$ cat config.mk
export PLATFORM = sky130hd
export DESIGN_NAME = mem_arbiter
export DESIGN_NICKNAME = d
export VERILOG_FILES = /design/src/rtl/mem_arbiter.sv
export SDC_FILE = /design/constraint.sdc
export NUM_CORES = 1
export LEC_CHECK = 0
export ABC_CLOCK_PERIOD_IN_PS = 4300
export CELL_PAD_IN_SITES_DETAIL_PLACEMENT = 0
export CELL_PAD_IN_SITES_GLOBAL_PLACEMENT = 2
export CORE_MARGIN = 3
export CORE_UTILIZATION = 40
export CTS_CLUSTER_SIZE = 14
export DETAILED_ROUTE_END_ITERATION = 8
export DONT_BUFFER_PORTS = 1
export HOLD_SLACK_MARGIN = 0.03
export PLACE_DENSITY = 0.81
export SETUP_SLACK_MARGIN = 0.1
export SYNTH_ARGS = -nofsm -noshare
export SYNTH_HDL_FRONTEND = slang
export SYNTH_SLANG_ARGS = --single-unit
$ cat constraint.sdc
create_clock -name Clock -period 4.3 [get_ports Clock]
set_input_delay 0.86 -clock Clock [delete_from_list [all_inputs] [get_ports Clock]]
set_output_delay 0.86 -clock Clock [all_outputs]
set_load 0.01 [all_outputs]
$ cat src/rtl/mem_arbiter.sv
`default_nettype none
// ============================================================================
// Module   : mem_arbiter
// Brief    : Round-robin arbiter sharing the single-port data memory between
//            two requesters; one access at a time, registered strobes.
//            Optional macro MEM_ARB_LOCK_EN adds P0Lock/P1Lock atomic runs.
// Revision : 1.0 - initial release
// ============================================================================
module mem_arbiter #(
  parameter int ADDR_W   = 16,
  parameter int DATA_W   = 32,
  parameter int READ_LAT = 1
) (
  input  logic              Clock,
  input  logic              nReset,
  input  logic              P0Req,
  input  logic              P0Write,
  input  logic [ADDR_W-1:0] P0Addr,
  input  logic [DATA_W-1:0] P0WData,
  output logic              P0Gnt,
  output logic              P0RValid,
  output logic [DATA_W-1:0] P0RData,
  input  logic              P1Req,
  input  logic              P1Write,
  input  logic [ADDR_W-1:0] P1Addr,
  input  logic [DATA_W-1:0] P1WData,
  output logic              P1Gnt,
  output logic              P1RValid,
  output logic [DATA_W-1:0] P1RData,
`ifdef MEM_ARB_LOCK_EN
  input  logic              P0Lock,
  input  logic              P1Lock,
`endif
  output logic [ADDR_W-1:0] MemAddr,
  output logic              MemReadEn,
  output logic              MemWriteEn,
  output logic [DATA_W-1:0] MemWData,
  input  logic [DATA_W-1:0] MemRData,
  output logic              Busy
);

  localparam int CNT_W = 3;

  typedef enum logic [1:0] {
    S_IDLE  = 2'd0,
    S_ISSUE = 2'd1,
    S_WAIT  = 2'd2,
    S_DONE  = 2'd3
  } state_t;

  state_t              state_q;
  logic                sel_q;
  logic                lock_q;
  logic                wr_q;
  logic [CNT_W-1:0]    cnt_q;
  logic [ADDR_W-1:0]   addr_q;
  logic [DATA_W-1:0]   wdata_q;
  logic [1:0]          gnt_q;
  logic [1:0]          rvalid_q;
  logic                re_q;
  logic                we_q;
  logic                busy_q;
  logic [DATA_W-1:0]   rdata0_q;
  logic [DATA_W-1:0]   rdata1_q;

  logic                w_any;
  logic                w_win;
  logic                w_win_wr;
  logic                w_win_lock;
  logic [ADDR_W-1:0]   w_win_addr;
  logic [DATA_W-1:0]   w_win_wdata;
  logic                w_p0_lock;
  logic                w_p1_lock;

`ifdef MEM_ARB_LOCK_EN
  assign w_p0_lock = P0Lock;
  assign w_p1_lock = P1Lock;
`else
  assign w_p0_lock = 1'b0;
  assign w_p1_lock = 1'b0;
`endif

  assign w_any = P0Req | P1Req;

  // sel_q doubles as the last-granted pointer; a held lock overrides alternation.
  always_comb begin
    w_win = 1'b0;
    if (lock_q && (sel_q ? P1Req : P0Req)) begin
      w_win = sel_q;
    end else if (P0Req && P1Req) begin
      w_win = ~sel_q;
    end else begin
      w_win = P1Req;
    end
  end

  assign w_win_wr    = w_win ? P1Write   : P0Write;
  assign w_win_addr  = w_win ? P1Addr    : P0Addr;
  assign w_win_wdata = w_win ? P1WData   : P0WData;
  assign w_win_lock  = w_win ? w_p1_lock : w_p0_lock;

  always_ff @(posedge Clock or negedge nReset) begin
    if (!nReset) begin
      state_q  <= S_IDLE;
      sel_q    <= 1'b1;
      lock_q   <= 1'b0;
      wr_q     <= 1'b0;
      cnt_q    <= '0;
      addr_q   <= '0;
      wdata_q  <= '0;
      gnt_q    <= '0;
      rvalid_q <= '0;
      re_q     <= 1'b0;
      we_q     <= 1'b0;
      busy_q   <= 1'b0;
      rdata0_q <= '0;
      rdata1_q <= '0;
    end else begin
      gnt_q    <= '0;
      rvalid_q <= '0;
      re_q     <= 1'b0;
      we_q     <= 1'b0;
      case (state_q)
        S_IDLE: begin
          if (w_any) begin
            sel_q        <= w_win;
            lock_q       <= w_win_lock;
            wr_q         <= w_win_wr;
            addr_q       <= w_win_addr;
            wdata_q      <= w_win_wdata;
            gnt_q[w_win] <= 1'b1;
            we_q         <= w_win_wr;
            re_q         <= ~w_win_wr;
            busy_q       <= 1'b1;
            state_q      <= S_ISSUE;
          end
        end
        S_ISSUE: begin
          if (wr_q) begin
            busy_q  <= 1'b0;
            state_q <= S_IDLE;
          end else begin
            cnt_q   <= CNT_W'(READ_LAT);
            state_q <= S_WAIT;
          end
        end
        S_WAIT: begin
          cnt_q <= cnt_q - CNT_W'(1);
          if (cnt_q == CNT_W'(1)) begin
            if (sel_q) begin
              rdata1_q <= MemRData;
            end else begin
              rdata0_q <= MemRData;
            end
            rvalid_q[sel_q] <= 1'b1;
            state_q         <= S_DONE;
          end
        end
        S_DONE: begin
          busy_q  <= 1'b0;
          state_q <= S_IDLE;
        end
        default: begin
          busy_q  <= 1'b0;
          state_q <= S_IDLE;
        end
      endcase
    end
  end

  assign P0Gnt      = gnt_q[0];
  assign P1Gnt      = gnt_q[1];
  assign P0RValid   = rvalid_q[0];
  assign P1RValid   = rvalid_q[1];
  assign P0RData    = rdata0_q;
  assign P1RData    = rdata1_q;
  assign MemAddr    = addr_q;
  assign MemWData   = wdata_q;
  assign MemReadEn  = re_q;
  assign MemWriteEn = we_q;
  assign Busy       = busy_q;

endmodule
`default_nettype wire

==> results.cfg, run 1 <==
[status]
outcome = completed

[yosys]
yosysWarningCount = 0
ys_seq_area_frac = 0.598
ys_ff_latch = 126
synthesis.nets = 538
yosys.area.top_type = dfrtp_1
yosys.area.top_type_share = 0.593
ys_types = 34
synth_area_um2 = 5270
synthesis.instances = 402
synth_area_leaders = dfrtp_1 59%, mux2_4 8.3%, mux2_2 7.5%
avgSynthCellArea_um2 = 13.1

[floorplan]
start_util = 0.413
rows = 41
design.portCount = 253
die_h_um = 121
dieArea_um2 = 14600
coreArea_um2 = 12800
die_w_um = 121

[cts]
clk_pin_slew_ns = 0.06
ctsHoldBuffers = 0
cts_root_buffer = clkbuf_16
cts_resized = 0
cts_tree = done
post-cts-setup-buffers = 0
clk_latency_ns = 0.41
numCtsBuffers = 17
cts_buffer_depth = 2
cts_sinks = 126
cts_max_level = 4

[power_and_ir_drop]
ir_drop_mv = 0.306
p_leak_nw = 2.71
power_density_nw_per_um2 = 860

[timing]
fin_skew_ns = 0.00650
rsz0062_at_grt = false
hold_viol = 0
setup_violations = 0
setup_tns_ns = 0
drv_slew = 0
tightest_slew_ns = 1.13
relSlewSlack = 0.248
finalCriticalPeriod_ns = 2.47
timing.fmax_mhz = 405
fin_crit_sh = 0.574

[detailed_routing]
wirelength_mm = 12.8
wl_per_cell_um = 22.3
postRouteAntennaNets = 0
viasPerCell = 5.63
drt-initial-drc-count = 216
first_pass_iters = 4
drc = 0
via_count = 3233

[min_path]
hp-class = primary input to asynchronous set/reset pin

[finish]
nFillCells = 1130
area_growth_pct = 11.3
finalNetCount = 528
n_antenna_cell = 0
drive_gt1_frac = 0.256
utilization = 0.460

[place]
hpwl_mm = 8.82
io_buffers = 0
gp_congestion = 0.766

[worst_setup_path]
arrival_ns = 2.75
critical_path.max_stage_delay_ns = 0.73
ff2ff_path_depth = 3
end_kind = register
critPathTopFamily = simple AND/OR/NAND/NOR gates
critPathBufInv = 0
slowest_stage = nand2_1
critPathKind = register to register
crit_path_max_fanout = 28
startpoint_type = register
crit_chain = nor2_4, nand2_1, a221o_1
required_ns = 4.59
crit_cells = 3

[global_route]
grt_start_max_net_pins = 127
antenna_found_initial = 2
grt_pass1_wl_mm = 20.1
grt-ovfl-total = 0
grt_pass1_vias = 3569
grt.total_usage = 0.180

[flow_run]
cap_violations = 0
final cells by class:
cell class | instances | area, um^2 | area share
Sequential cell | 126 | 3150 | 0.537
Clock buffer | 17 | 425 | 0.0724
Timing Repair Buffer | 2 | 15.0 | 0.00256
Clock inverter | 12 | 125 | 0.0213
Tap cell | 172 | 215 | 0.0367
Multi-Input combinational cell | 240 | 1920 | 0.327
Inverter | 5 | 18.8 | 0.00320
cell usage after synthesis, drive strengths merged:
cell type and n:
nor2 4, nor2b 1, and3 26, clkbuf 11, nand4bb 1, nand2b 1
a221oi 1, xnor2 1, mux2 64, o21bai 1, nand2 50, o22ai 1
a31oi 23, a21oi 28, a311oi 1, and2 2, a21boi 1, dfstp 1
inv 5, dfrtp 125, mux2i 1, o21ai 2, or2 3, a21bo 1
ha 2, buf 20, a221o 25
state kept, by name (all words and copies together), names as in the netlist, 2 cells and up, named ones only:
| name | flops |
|---|---|
| MemWData | 32 |
| P0RData | 32 |
| rvalid_q | 2 |
| MemAddr | 16 |
| cnt_q | 3 |
| P1RData | 32 |
| gnt_q | 2 |
through the flow:
| step | cells | instance area, um^2 | total power, W | setup WS, ns | hold slack [ns] |
|---|---|---|---|---|---|
| 4_1_cts | 574 | 5870 | 0.00512 | 1.82 | 0.121 |
| 3_3_place_gp | 545 | 5320 | 0.00368 | 1.70 | 0.504 |
| 6_report | 574 | 5870 | 0.00505 | 1.83 | 0.155 |
| 5_1_grt | 574 | 5870 | 0.00536 | 1.62 | 0.119 |
| 2_1_floorplan | 402 | 5270 | 0.00341 | 2.24 | 0.474 |
| 3_5_place_dp | 545 | 5320 | 0.00375 | 1.63 | 0.521 |
worst register-to-register path, stage by stage, from the launching register on:
cell and delay [ns]:
dfrtp_1 0.48, nor2_4 0.56, nand2_1 0.73, a221o_1 0.58
power breakdown:
group	switching, W	internal, W
combinational	0.000528	0.000660
sequential	0.000746	0.00178
clock	0.000497	0.000837
total	0.00177	0.00328
layer usage:
metal,global-route usage,routed length (um)
met3,0.0968,1530
met4,0.0644,210
met2,0.291,6150
met5,0,21
met1,0.203,4920
cell families after synthesis:
family                     count (synthesis)  share of synthesized area
AOI/OAI and AO/OA                         84                      0.112
xor gates and xnor gates                   1                    0.00166
adders and majority gates                  2                    0.00474
buffers and inverters                     36                     0.0422
DFF                                      126                      0.598
muxes                                     65                      0.159
and+or+nand+nor                           88                     0.0816
cells in the final DEF, fill, tap and decap left out, types with 3 or more instances in the layout:
cell type,n
dfrtp_1,125
a31oi_1,23
a221o_1,25
a21oi_1,28
mux2_2,35
clkbuf_16,17
clkinvlp_4,3
mux2_4,29
nand2_1,50
inv_1,5
clkinv_2,5
and3_1,26
final timing paths:
kind | startpoint | end | slack [ns]
max in group asynchronous | nReset | sel_q$_DFFE_PN1P_ | 3.93
min | nReset | P1RData[3]$_DFFE_PN0P_ | 0.15
min in group Clock | cnt_q[2]$_DFFE_PN0P_ | cnt_q[2]$_DFFE_PN0P_ | 0.53
max reg2reg | register | MemAddr[6]$_DFFE_PN0P_ | 1.83
min reg2reg | cnt_q[2]$_DFFE_PN0P_ | cnt_q[2]$_DFFE_PN0P_ | 0.53
max | register | MemAddr[6]$_DFFE_PN0P_ | 1.83
(Power assumes the default switching activity.)
==> run 2: changes to the inputs <==
--- a/config.mk
+++ b/config.mk
@@ -5,16 +5,16 @@
 export SDC_FILE = /design/constraint.sdc
 export NUM_CORES = 1
 export LEC_CHECK = 0
-export ABC_CLOCK_PERIOD_IN_PS = 4300
+export ABC_CLOCK_PERIOD_IN_PS = 2400
 export CELL_PAD_IN_SITES_DETAIL_PLACEMENT = 0
 export CELL_PAD_IN_SITES_GLOBAL_PLACEMENT = 2
 export CORE_MARGIN = 3
-export CORE_UTILIZATION = 40
+export CORE_UTILIZATION = 38
 export CTS_CLUSTER_SIZE = 14
 export DETAILED_ROUTE_END_ITERATION = 8
 export DONT_BUFFER_PORTS = 1
 export HOLD_SLACK_MARGIN = 0.03
-export PLACE_DENSITY = 0.81
+export PLACE_DENSITY = 0.77
 export SETUP_SLACK_MARGIN = 0.1
 export SYNTH_ARGS = -nofsm -noshare
 export SYNTH_HDL_FRONTEND = slang
==> constraint.sdc (replaced) <==
create_clock -name Clock -period 2.4 [get_ports Clock]
set_input_delay 0.48 -clock Clock [delete_from_list [all_inputs] [get_ports Clock]]
set_output_delay 0.48 -clock Clock [all_outputs]
set_load 0.01 [all_outputs]
==> run 2 against run 1 <==
  * The flow now finishes with violations (hold timing)
  * Via count grew 0.59%
  * Fmax grew 21%
  * Sequential cell count is the same
  * Register-to-register slack lost 1.5 ns
  * Global-route usage shrank 1.7 points
  * Worst hold slack lost 0.40 ns
  * Non-clock buffer count grew 6
  * Clock power grew 110%
  * Largest cell class unchanged
==> results.cfg, run 2 (synthesis results as in run 1) <==
[status]
outcome = finished with violations
violations = hold timing

[place]
dp_cells = 555
gp_congestion = 0.788
hpwl_mm = 8.57
io_buffers = 0
placed_cell_area_um2 = 5400

[global_route]
grt_pass1_vias = 3317
grt_start_max_net_pins = 127
grt_pass1_wl_mm = 18.8
grt-ovfl-total = 0
antenna_found_initial = 1
grt.total_usage = 0.164

[cts]
clk_pin_slew_ns = 0.06
cts_resized = 0
cts_buffer_depth = 2
post-cts-setup-buffers = 0
numCtsBuffers = 17
clk_latency_ns = 0.42
cts_tree = done
cts_max_level = 4
cts_sinks = 126
cts_root_buffer = clkbuf_16

[timing]
tightest_slew_ns = 0.992
finalCriticalPeriod_ns = 2.05
rsz0062_at_grt = false
setup_tns_ns = 0
relSlewSlack = 0.338
fin_skew_ns = 0.0102
setup_violations = 0
timing.fmax_mhz = 489
hold_ws_ns = -0.246
hold_viol = 126
fin_crit_sh = 0.852
drv_slew = 0

[flow_run]
cap_violations = 0

[worst_setup_path]
critical_path.max_stage_delay_ns = 0.51
crit_path_max_fanout = 22
startpoint_type = register
end_kind = register
crit_chain = inv_1, ha_1, nand4bb_2, or2_2, buf_12, mux2_4
slowest_stage = or2_2
ff2ff_path_depth = 6
arrival_ns = 2.35
critPathKind = register to register
required_ns = 2.70

[floorplan]
coreArea_um2 = 13400
start_util = 0.394
dieArea_um2 = 15300
die_h_um = 124
rows = 42
design.portCount = 253
die_w_um = 124

[detailed_routing]
via_count = 3252
wl_per_cell_um = 21.6
drt-initial-drc-count = 131
wirelength_mm = 12.7
viasPerCell = 5.54
first_pass_iters = 4
drc = 0
postRouteAntennaNets = 0

[finish]
design_area_um2 = 6040
n_antenna_cell = 0
area_growth_pct = 14.4
drive_gt1_frac = 0.270
finalNetCount = 534
fin_cells = 587
final_cell_mix = 125 x dfrtp_1, 50 x nand2_1, 35 x mux2_2
mostFrequentLayoutCell = dfrtp_1

[power_and_ir_drop]
p_leak_nw = 2.78
power_w = 0.00944
power_density_nw_per_um2 = 1560
ir_drop_mv = 0.622

[min_path]
hp-class = primary input to asynchronous set/reset pin
==> run 2: changes by cell type in the layout (fill, tap and decap cells not counted), sizes merged <==
cell,before,now
inv,5,8
clkinv,7,2
clkbuf,17,20
bufinv,2,4
buf,2,8
==> run 2: power breakdown <==
part	switching, W	internal [W]
clock	0.000988	0.00180
sequential	0.00131	0.00319
combinational	0.000933	0.00122
==> run 2: worst paths after layout <==
| kind | start | to | slack [ns] |
|---|---|---|---|
| max | cnt_q[1]$_DFFE_PN0P_ | P1RData[18]$_DFFE_PN0P_ | 0.35 |
| max in group asynchronous | nReset | sel_q$_DFFE_PN1P_ | 2.43 |
| min reg2reg | cnt_q[2]$_DFFE_PN0P_ | cnt_q[2]$_DFFE_PN0P_ | 0.52 |
| min in group Clock | P0WData[22] | MemWData[22]$_DFFE_PN0P_ | 0.20 |
| max reg2reg | cnt_q[1]$_DFFE_PN0P_ | P1RData[18]$_DFFE_PN0P_ | 0.35 |
| min | nReset | P1RData[24]$_DFFE_PN0P_ | -0.25 |
==> run 2: area by class of cell <==
| cell class | count | area [um^2] |
|---|---|---|
| Fill cell | 1226 | 7360 |
| Sequential cell | 126 | 3150 |
| Multi-Input combinational cell | 240 | 1920 |
| Clock buffer | 20 | 457 |
| Tap cell | 176 | 220 |
| Clock inverter | 12 | 183 |
| Timing Repair Buffer | 8 | 85.1 |
| Inverter | 5 | 18.8 |
==> run 2: metrics by stage <==
| stage | setup WS, ns | hold WS (ns) | utilization |
|---|---|---|---|
| floorplan | 0.720 | 0.184 | - |
| global placement | 0.411 | 0.187 | 0.403 |
| detailed placement | 0.313 | 0.187 | 0.403 |
| CTS | 0.305 | -0.266 | 0.450 |
| global route | 0.195 | -0.270 | 0.450 |
| finish | 0.355 | -0.246 | 0.450 |
==> run 2: critical path, delay by kind of cell, from the launching register on <==
family / cells / cell delay (ns)
mux: 1 / 0.31
buf+inv: 2 / 0.35
simple gates: 2 / 0.68
fa+ha+maj: 1 / 0.18
flops: 1 / 0.39
==> run 2: layer usage <==
layer / GRT usage / routed length (um) / up-vias
li1: - / - / 1450
met1: 0.193 / 4790 / 1595
met3: 0.0745 / 1500 / 23
met2: 0.252 / 6070 / 182
met4: 0.0810 / 306 / 2
met5: 0 / 13 / -
==> run 3: changes to the inputs <==
--- a/config.mk
+++ b/config.mk
@@ -16,6 +16,7 @@
 export HOLD_SLACK_MARGIN = 0.03
 export PLACE_DENSITY = 0.77
 export SETUP_SLACK_MARGIN = 0.1
+export SKIP_CTS_REPAIR_TIMING = 1
 export SYNTH_ARGS = -nofsm -noshare
 export SYNTH_HDL_FRONTEND = slang
 export SYNTH_SLANG_ARGS = --single-unit
==> results of run 3 <==
Final layout, timing and power as in run 2 (identical DEF).
